===== src/rtl/muldiv_pkg.sv =====
// Shared types and operand-signedness helpers for the RV32M multiply/divide unit.
package muldiv_pkg;

    typedef enum logic [2:0] {
        OP_MUL    = 3'd0,
        OP_MULH   = 3'd1,
        OP_MULHSU = 3'd2,
        OP_MULHU  = 3'd3,
        OP_DIV    = 3'd4,
        OP_DIVU   = 3'd5,
        OP_REM    = 3'd6,
        OP_REMU   = 3'd7
    } muldiv_op_e;

    typedef enum logic [1:0] {
        S_IDLE = 2'd0,
        S_MUL  = 2'd1,
        S_DIV  = 2'd2,
        S_DONE = 2'd3
    } muldiv_state_e;

    function automatic logic is_signed_a(input muldiv_op_e op);
        return op inside {OP_MULH, OP_MULHSU, OP_DIV, OP_REM};
    endfunction

    function automatic logic is_signed_b(input muldiv_op_e op);
        return op inside {OP_MULH, OP_DIV, OP_REM};
    endfunction

endpackage


===== src/rtl/muldiv_unit.sv =====
// Iterative RV32M multiply/divide: radix-2 shift-add multiply and restoring divide
// on operand magnitudes, with sign fix-up and RISC-V special-case results.
module muldiv_unit
    import muldiv_pkg::*;
#(
    parameter int DataWidth = 32,
    parameter int CntWidth  = $clog2(DataWidth) + 1
) (
    input  logic                 clk,
    input  logic                 rst_n,
    input  logic                 in_valid,
    output logic                 in_ready,
    input  logic [2:0]           op,
    input  logic [DataWidth-1:0] operand_A,
    input  logic [DataWidth-1:0] operand_B,
    input  logic                 flush,
    output logic                 out_valid,
    input  logic                 out_ready,
    output logic [DataWidth-1:0] result,
    output logic                 busy
);

    localparam int W = DataWidth;
    localparam logic [W-1:0] MinNeg = {1'b1, {(W-1){1'b0}}};

    function automatic logic [W-1:0] neg_w(input logic [W-1:0] x);
        return -x;
    endfunction

    function automatic logic [2*W-1:0] neg_2w(input logic [2*W-1:0] x);
        return -x;
    endfunction

    muldiv_state_e       state;
    muldiv_op_e          op_q;
    logic                neg_q;
    logic [CntWidth-1:0] cnt;
    logic [2*W-1:0]      prod;
    logic [W-1:0]        quo;
    logic [W-1:0]        rem;
    logic [W-1:0]        b_mag;

    // Accept-time decode: magnitudes, negate flag and divide special cases
    muldiv_op_e          op_in;
    logic signed [W-1:0] a_s;
    logic signed [W-1:0] b_s;
    logic                sa;
    logic                sb;
    logic [W-1:0]        a_abs;
    logic [W-1:0]        b_abs;
    logic                neg_in;
    logic                div_op;
    logic                b_zero;
    logic                ovf;
    logic [W-1:0]        special_res;

    always_comb begin
        op_in       = muldiv_op_e'(op);
        a_s         = operand_A;
        b_s         = operand_B;
        sa          = is_signed_a(op_in) && (a_s < 0);
        sb          = is_signed_b(op_in) && (b_s < 0);
        a_abs       = sa ? neg_w(operand_A) : operand_A;
        b_abs       = sb ? neg_w(operand_B) : operand_B;
        neg_in      = (op_in == OP_REM) ? sa : (sa ^ sb);
        div_op      = op_in[2];
        b_zero      = (operand_B == '0);
        ovf         = (op_in inside {OP_DIV, OP_REM}) && (operand_A == MinNeg) && (b_s == -1);
        special_res = '0;
        if (b_zero)
            special_res = op_in[1] ? operand_A : '1;
        else if (ovf)
            special_res = op_in[1] ? '0 : operand_A;
    end

    // Shared iteration datapath and final sign/word selection
    logic [W:0]     mul_sum;
    logic [2*W-1:0] prod_nxt;
    logic [2*W-1:0] prod_fin;
    logic [W:0]     div_shift;
    logic [W:0]     div_trial;
    logic           div_ok;
    logic [W-1:0]   rem_nxt;
    logic [W-1:0]   quo_nxt;
    logic [W-1:0]   mul_res;
    logic [W-1:0]   div_res;

    always_comb begin
        mul_sum   = {1'b0, prod[2*W-1:W]} + {1'b0, (prod[0] ? b_mag : '0)};
        prod_nxt  = {mul_sum, prod[W-1:1]};
        prod_fin  = neg_q ? neg_2w(prod_nxt) : prod_nxt;
        mul_res   = (op_q == OP_MUL) ? prod_fin[W-1:0] : prod_fin[2*W-1:W];
        div_shift = {rem, quo[W-1]};
        div_trial = div_shift - {1'b0, b_mag};
        div_ok    = !div_trial[W];
        rem_nxt   = div_ok ? div_trial[W-1:0] : div_shift[W-1:0];
        quo_nxt   = {quo[W-2:0], div_ok};
        if (op_q[1])
            div_res = neg_q ? neg_w(rem_nxt) : rem_nxt;
        else
            div_res = neg_q ? neg_w(quo_nxt) : quo_nxt;
    end

    always_ff @(posedge clk or negedge rst_n) begin
        if (!rst_n) begin
            state     <= S_IDLE;
            op_q      <= OP_MUL;
            neg_q     <= 1'b0;
            cnt       <= '0;
            prod      <= '0;
            quo       <= '0;
            rem       <= '0;
            b_mag     <= '0;
            result    <= '0;
            out_valid <= 1'b0;
        end else if (flush) begin
            state     <= S_IDLE;
            out_valid <= 1'b0;
        end else begin
            case (state)
                S_IDLE: begin
                    if (in_valid) begin
                        op_q  <= op_in;
                        neg_q <= neg_in;
                        cnt   <= CntWidth'(DataWidth);
                        b_mag <= b_abs;
                        if (div_op && (b_zero || ovf)) begin
                            result    <= special_res;
                            out_valid <= 1'b1;
                            state     <= S_DONE;
                        end else if (div_op) begin
                            quo   <= a_abs;
                            rem   <= '0;
                            state <= S_DIV;
                        end else begin
                            prod  <= {{W{1'b0}}, a_abs};
                            state <= S_MUL;
                        end
                    end
                end
                S_MUL: begin
                    prod <= prod_nxt;
                    cnt  <= cnt - CntWidth'(1);
                    if (cnt == CntWidth'(1)) begin
                        result    <= mul_res;
                        out_valid <= 1'b1;
                        state     <= S_DONE;
                    end
                end
                S_DIV: begin
                    quo <= quo_nxt;
                    rem <= rem_nxt;
                    cnt <= cnt - CntWidth'(1);
                    if (cnt == CntWidth'(1)) begin
                        result    <= div_res;
                        out_valid <= 1'b1;
                        state     <= S_DONE;
                    end
                end
                S_DONE: begin
                    if (out_ready) begin
                        out_valid <= 1'b0;
                        state     <= S_IDLE;
                    end
                end
                default: state <= S_IDLE;
            endcase
        end
    end

    assign in_ready = (state == S_IDLE);
    assign busy     = (state != S_IDLE);

endmodule


===== config.mk =====
export PLATFORM = sky130hd
export DESIGN_NAME = muldiv_unit
export DESIGN_NICKNAME = d
export VERILOG_FILES = /design/src/rtl/muldiv_pkg.sv /design/src/rtl/muldiv_unit.sv
export SDC_FILE = /design/constraint.sdc
export NUM_CORES = 1
export LEC_CHECK = 0
export ABC_AREA = 1
export BUFFER_PORTS_ARGS = -buffer_cell sky130_fd_sc_hd__clkbuf_2
export CAP_MARGIN = 20
export CORE_MARGIN = 3
export CORE_UTILIZATION = 39
export CTS_CLUSTER_DIAMETER = 100
export CTS_CLUSTER_SIZE = 16
export DETAILED_ROUTE_END_ITERATION = 7
export PLACE_DENSITY_LB_ADDON = 0.2
export SYNTH_ARGS = -nofsm -noshare
export SYNTH_HDL_FRONTEND = slang
export SYNTH_SLANG_ARGS = --single-unit

===== constraint.sdc =====
create_clock -name clk -period 4.3 [get_ports clk]
set_input_delay 1.075 -clock clk [delete_from_list [all_inputs] [get_ports clk]]
set_output_delay 1.075 -clock clk [all_outputs]
set_load 0.02 [all_outputs]

Yosys cells after proc, flatten, opt, wreduce, memory -nomap -nowiden
Index checks and enable logic that the tools add are counted.
{"block": "classes", "n_addsub": 8, "magnitude_cmp": 2, "eq_ne": 21, "mux": 46, "n_bitwise": 2, "reduce_logical": 26}
{"cell": "$mux W32", "count": 22}
{"cell": "$mux W64", "count": 4}
{"cell": "$neg A32 Y32", "count": 4}
{"cell": "$pmux W32 S2", "count": 2}
{"cell": "$pmux W64 S2", "count": 1}
{"cell": "$pmux W32 S3", "count": 1}
{"cell": "$lt A32 B1 Y1 const B", "count": 2}
{"cell": "$neg A64 Y64", "count": 1}
{"cell": "$add A32 B32 Y33", "count": 1}
{"cell": "$sub A33 B32 Y33", "count": 1}
{"cell": "$eq A32 B1 Y1 const B", "count": 1}
{"cell": "$eq A32 B32 Y1 const B", "count": 1}
{"cell": "$logic_not A32 Y1", "count": 1}
{"cell": "$mux W2", "count": 6}
{"cell": "$pmux W6 S2", "count": 1}
{"cell": "$ne A2 B2 Y1 const B", "count": 5}
{"cell": "$reduce_and A5 Y1", "count": 2}
{"cell": "$reduce_bool A2 Y1", "count": 5}
{"cell": "$reduce_and A3 Y1", "count": 3}
{"cell": "$eq A3 B3 Y1 const B", "count": 2}
{"cell": "$eq A6 B1 Y1 const B", "count": 1}
{"cell": "$mux W1", "count": 6}
{"cell": "$mux W6", "count": 1}
{"cell": "$ne A3 B1 Y1 const B", "count": 2}
{"cell": "22 further kinds", "count": 29}
{"block": "totals", "ff_bits": 205, "out_inout_bits": 35}

Depth between registers and ports, before layout
{"block": "depth", "word_depth": 10, "depth_mapped": 32, "ltp_nobuf": 31}

Worst setup path after synthesis
OpenSTA, ideal clock, no wires.
{"block": "synth_timing", "path_kind": "register -> register", "from": "reg quo[31]", "to": "reg result[28]", "setup_ns": 0.066, "arrival_ns": 4.008, "t_required_ns": 4.234, "path_slack_ns": 0.227, "stages_incl_launch_ff": 32, "path_buffers": 1, "path_cell_list": "dfrtp_1 > inv_1 > ha_1 > fa_1 > inv_1 > nand2_1 > nand2_1 > nand3_2 > nand2_4 > nand2_4 > nand2_4 > nand2_4 > nand2_2 > nand2_2 > nand2_4 > buf_4 > ha_1 > inv_1 > nor2_1 > nand3_1 > nor3_1 > nand3_1 > nor3_1 > nand3_1 > o21ai_0 > o21ai_0 > xor2_1 > a21oi_1 > nand2_1 > nand2_1 > nand2_1 > nand2_1"}
{"block": "synth_between", "elab_chain_cells": 7}
{"element": "start, declared", "line_no": "muldiv_unit.sv:39", "text": "logic [W-1:0] quo;"}
{"element": "start signal, assigned", "line_no": "muldiv_unit.sv:132", "text": "quo <= a_abs;"}
{"element": "start signal, assigned", "line_no": "muldiv_unit.sv:151", "text": "quo <= quo_nxt;"}
{"element": "$sub A33 B32 Y33", "line_no": "muldiv_unit.sv:94", "text": "div_trial = div_shift - {1'b0, b_mag};"}
{"element": "$mux W32 or $logic_not A1 Y1 (tied branches)", "line_no": "muldiv_unit.sv:96, muldiv_unit.sv:95"}
{"element": "$neg A32 Y32", "line_no": "muldiv_unit.sv:27", "text": "return -x;"}
{"element": "$mux W32 (on tied branches)", "line_no": "muldiv_unit.sv:99, muldiv_unit.sv:101"}
{"element": "$mux W32 *", "line_no": "muldiv_unit.sv:98", "text": "if (op_q[1])"}
{"element": "$mux W32 *", "line_no": "muldiv_unit.sv:154", "text": "if (cnt == CntWidth'(1)) begin"}
{"element": "$pmux W32 S3 *", "line_no": "muldiv_unit.sv:120", "text": "case (state)"}
{"element": "end signal, assigned", "line_no": "muldiv_unit.sv:128", "text": "result <= special_res;"}
{"element": "end signal, assigned", "line_no": "muldiv_unit.sv:145", "text": "result <= mul_res;"}
{"element": "end signal, assigned", "line_no": "muldiv_unit.sv:155", "text": "result <= div_res;"}
{"element": "end, declared", "line_no": "muldiv_unit.sv:19", "text": "output logic [DataWidth-1:0] result,"}
Every way passes the cells marked *; elsewhere a longest branch is shown, timed or not. The select of a mux whose other input is x is not followed.
A chain may end at the register's enable or synchronous reset.

Worst setup path in the final report
{"block": "layout_timing", "from": "reg quo[31]", "to": "reg result[29]"}
The elaborated chain is that of the path after synthesis.

==> qor.csv <==
metric,value,unit
initial antenna violation count,2,
die area,57200,sq um
CP max stage delay,360,ps
Via density,5.41,
CP startpoint kind,register,
Syn Nets,3774,
synthesized area,21200,sq um
grt total ovfl,0,
power per cell area,926,nW/um^2
Hold Path Sink,result[4],
Rel. slew slack,35.2,%
Worst path most repeated cell,nand2_1,
Synth Register Bits,205,
largest family of logic cells by synthesized area,simple AND/OR/NAND/NOR gates,
Max Clk Rate,248,MHz
Hold WS,485,ps
worst slew pin tran,970,ps
Worst R2R Setup Slack,270,ps
All-Layer GR Usage,30.0,%
ratio of cells with drive above 1 in the final layout,9.50,%
CP max FO,45,
sequential area share after synthesis,24.2,%
"Clk Latency, worst-skew pair",540,ps
type of the tightest min-delay check,register to register,
skew final,36.4,ps
Netlist cell types,55,
fill count,5816,
CTS sink cnt,205,
Die Span X,239,microns
wire per inst,19.7,microns
reg2reg start,quo[31],
DRT Wirelength,87500,microns
Post-Synth Simple-Gate Area,39.3,%
Final Cycle Share,93.7,%
Most used DFF post-synth,dfrtp_1,
Area Overhead vs Synth,12.0,%
Final nets,3902,
placed cells,4417,
cell count after synthesis,3623,
die span in y,239,microns
Reg area,5130,sq um
min-delay src,result[4],
Diodes inserted,0,
GP Congestion,1.02,
setup_tns,0,ps
"EDFF count, synth",0,
multi-input logic area,13800,sq um
first-pass detailed-route iteration total,6,
hold buffer count at CTS,0,
vias in the first global route,22058,
VDD IR-drop max,548,uV
fin util,44.7,%
Crit Reg-Reg Endpoint,result[29],
drt drc,0,
Final Hold Vio Count,0,
TritonCTS clock tree,done,
status,"complete, no violations",
yosys warns,0,
clock tree buffer depth,3,
Final Setup Violations,0,
Mapped Avg Cell Area,5.86,sq um
crit end category,register,
Post-Layout Cell Count,4446,
initial core utilization,39.9,%
Post-synth ARST share,100,%
mux cell area share after synthesis,0,%
row count,84,
Arrival @ worst endpoint,4460,ps
Core ar.,53200,sq um
Leak Pwr,12.5,nW
Crit path required time,4730,ps
htree depth,1,
crit path max-delay cell type,fa_2,
Detail Route Antenna Nets,0,
final HPWL from detailed placement,70600,microns
"Slew Viols, Final",0,
TritonCTS Buffers,18,
hold path depth,2,
CTS root buf,clkbuf_16,
minimum clock period,4030,ps
compound-cell area share of the yosys netlist,16.7,%
Max-Cap Viols,0,
WS Path Type,register to register,
first-pass GRT wire length,132000,microns
largest net degree at the start of global routing,96,
Final Power,22.0,mW
Port Buffers,106,
clk slew on worst S/H paths,70,ps
DR vias,24033,
post-synthesis adder-cell area fraction,4.73,%
io pins,107,
R2R depth,29,
DR iter-0 viols,2569,
Synth Area in XOR/XNOR,3.55,%
==> kinds of logic after synthesis <==
| logic type | after synthesis |
|---|---|
| XOR/XNOR | 86 |
| buffers and inverters | 629 |
| flip-flops | 205 |
| AO/OA/AOI/OAI | 650 |
| AND/OR/NAND/NOR | 1974 |
| adder cells (fa/ha/maj) | 79 |
==> placed cells by master (no fill, tap or decap), types with 9 or more instances in the layout <==
| master | Yosys | layout |
|---|---|---|
| nand2_1 | 1170 | 1168 |
| inv_1 | 491 | 489 |
| nor2_1 | 330 | 328 |
| o21ai_0 | 309 | 306 |
| nand3_1 | 263 | 260 |
| dfrtp_1 | 205 | 204 |
| a21oi_1 | 195 | 193 |
| buf_4 | 4 | 122 |
| clkbuf_2 | 0 | 105 |
| ha_1 | 77 | 73 |
| xor2_1 | 65 | 65 |
| nor3_1 | 62 | 58 |
| nand4_1 | 46 | 46 |
| o21ai_1 | 31 | 32 |
| a31oi_1 | 29 | 29 |
| nand2_2 | 20 | 22 |
| xnor2_1 | 21 | 20 |
| o211ai_1 | 20 | 20 |
| nand3b_1 | 19 | 19 |
| o21a_1 | 19 | 19 |
| clkbuf_16 | 0 | 19 |
| inv_2 | 9 | 11 |
| nor3_2 | 7 | 11 |
| nor4_1 | 11 | 11 |
| nand3_2 | 6 | 9 |
==> layer usage <==
metal	vias up	GRT usage [%]	routed length (microns)
met2	970	44.6	36200
li1	11892	-	-
met1	11024	42.2	38700
met3	145	7.21	8760
met4	2	11.3	3820
met5	-	0	13
==> what timing repair did <==
item | in CTS | in global routing
resized for setup | 0 | 23
buffers inserted | 0 | 2
setup endpoints to repair | 0 | 13
==> cells in the mapped netlist (5+ instances only) <==
master	instances	area share (%)
o21ai_1	31	0.73
nand3b_1	19	0.67
and2_1	6	0.18
o22ai_1	7	0.21
buf_1	17	0.30
a21oi_1	195	4.6
inv_1	491	8.7
nand2_2	20	0.59
nor2_1	330	5.8
ha_1	77	4.5
o211ai_1	20	0.71
a31oi_1	29	0.85
dfrtp_1	205	24
nor3_2	7	0.33
nand4_1	46	1.4
xnor2_1	21	0.87
clkbuf_1	87	1.5
nand3_1	263	6.2
a211oi_1	5	0.18
nand2_4	7	0.37
nor4_1	11	0.32
o21ai_0	309	7.3
nor3_1	62	1.5
o21a_1	19	0.67
buf_2	8	0.19
nand3_2	6	0.28
a22o_1	7	0.29
inv_2	9	0.16
nor2_2	8	0.24
o31ai_1	5	0.18
buf_6	10	0.53
or2_2	6	0.18
xor2_1	65	2.7
nand2_1	1170	21
==> power by group <==
| part | total (mW) | switching [mW] | internal, mW | leakage [nW] |
|---|---|---|---|---|
| combinational | 16.8 | 11.6 | 5.16 | 9.65 |
| clock | 1.69 | 0.856 | 0.829 | 0.255 |
| sequential | 3.56 | 0.749 | 2.81 | 2.63 |
| total | 22.0 | 13.2 | 8.80 | 12.5 |
==> worst max path at each step <==
stage,start,end,slack [ps]
global placement,rem[10],result[28],100
global route,quo[31],result[28],-30
detailed placement,rem[10],result[28],50
CTS,quo[31],result[28],40
floorplan,quo[31],result[28],230
finish,quo[31],result[29],270
==> sequential cells by signal, summed over array words and instances, names as in the netlist <==
name,count
b_mag,32
op_q,3
cnt,6
prod,64
rem,32
out_valid,1
result,32
neg_q,1
quo,32
state,2
==> cell type report <==
type	instances	area share [%]
Clock buffer	22	2.09
Clock inverter	5	0.179
Inverter	503	7.95
Multi-Input combinational cell	2789	57.9
Sequential cell	205	21.6
Tap cell	688	3.62
Timing Repair Buffer	234	6.67
==> critical path: cells and delay by family (launching register included) <==
| kind | cells | cell delay (ps) |
|---|---|---|
| flip-flops | 1 | 350 |
| adder cells (fa/ha/maj) | 2 | 580 |
| AND/OR/NAND/NOR | 23 | 2470 |
| buffers and inverters | 4 | 490 |
==> per-stage QoR <==
stage,setup slack (ps),instance area (sq um)
after floorplan,227,21200
after detailed placement,50.9,23100
after global placement,101,23100
final,273,23800
after CTS,39.4,23600
after global routing,-28.3,23800
Power figures use the tool's default switching activity.
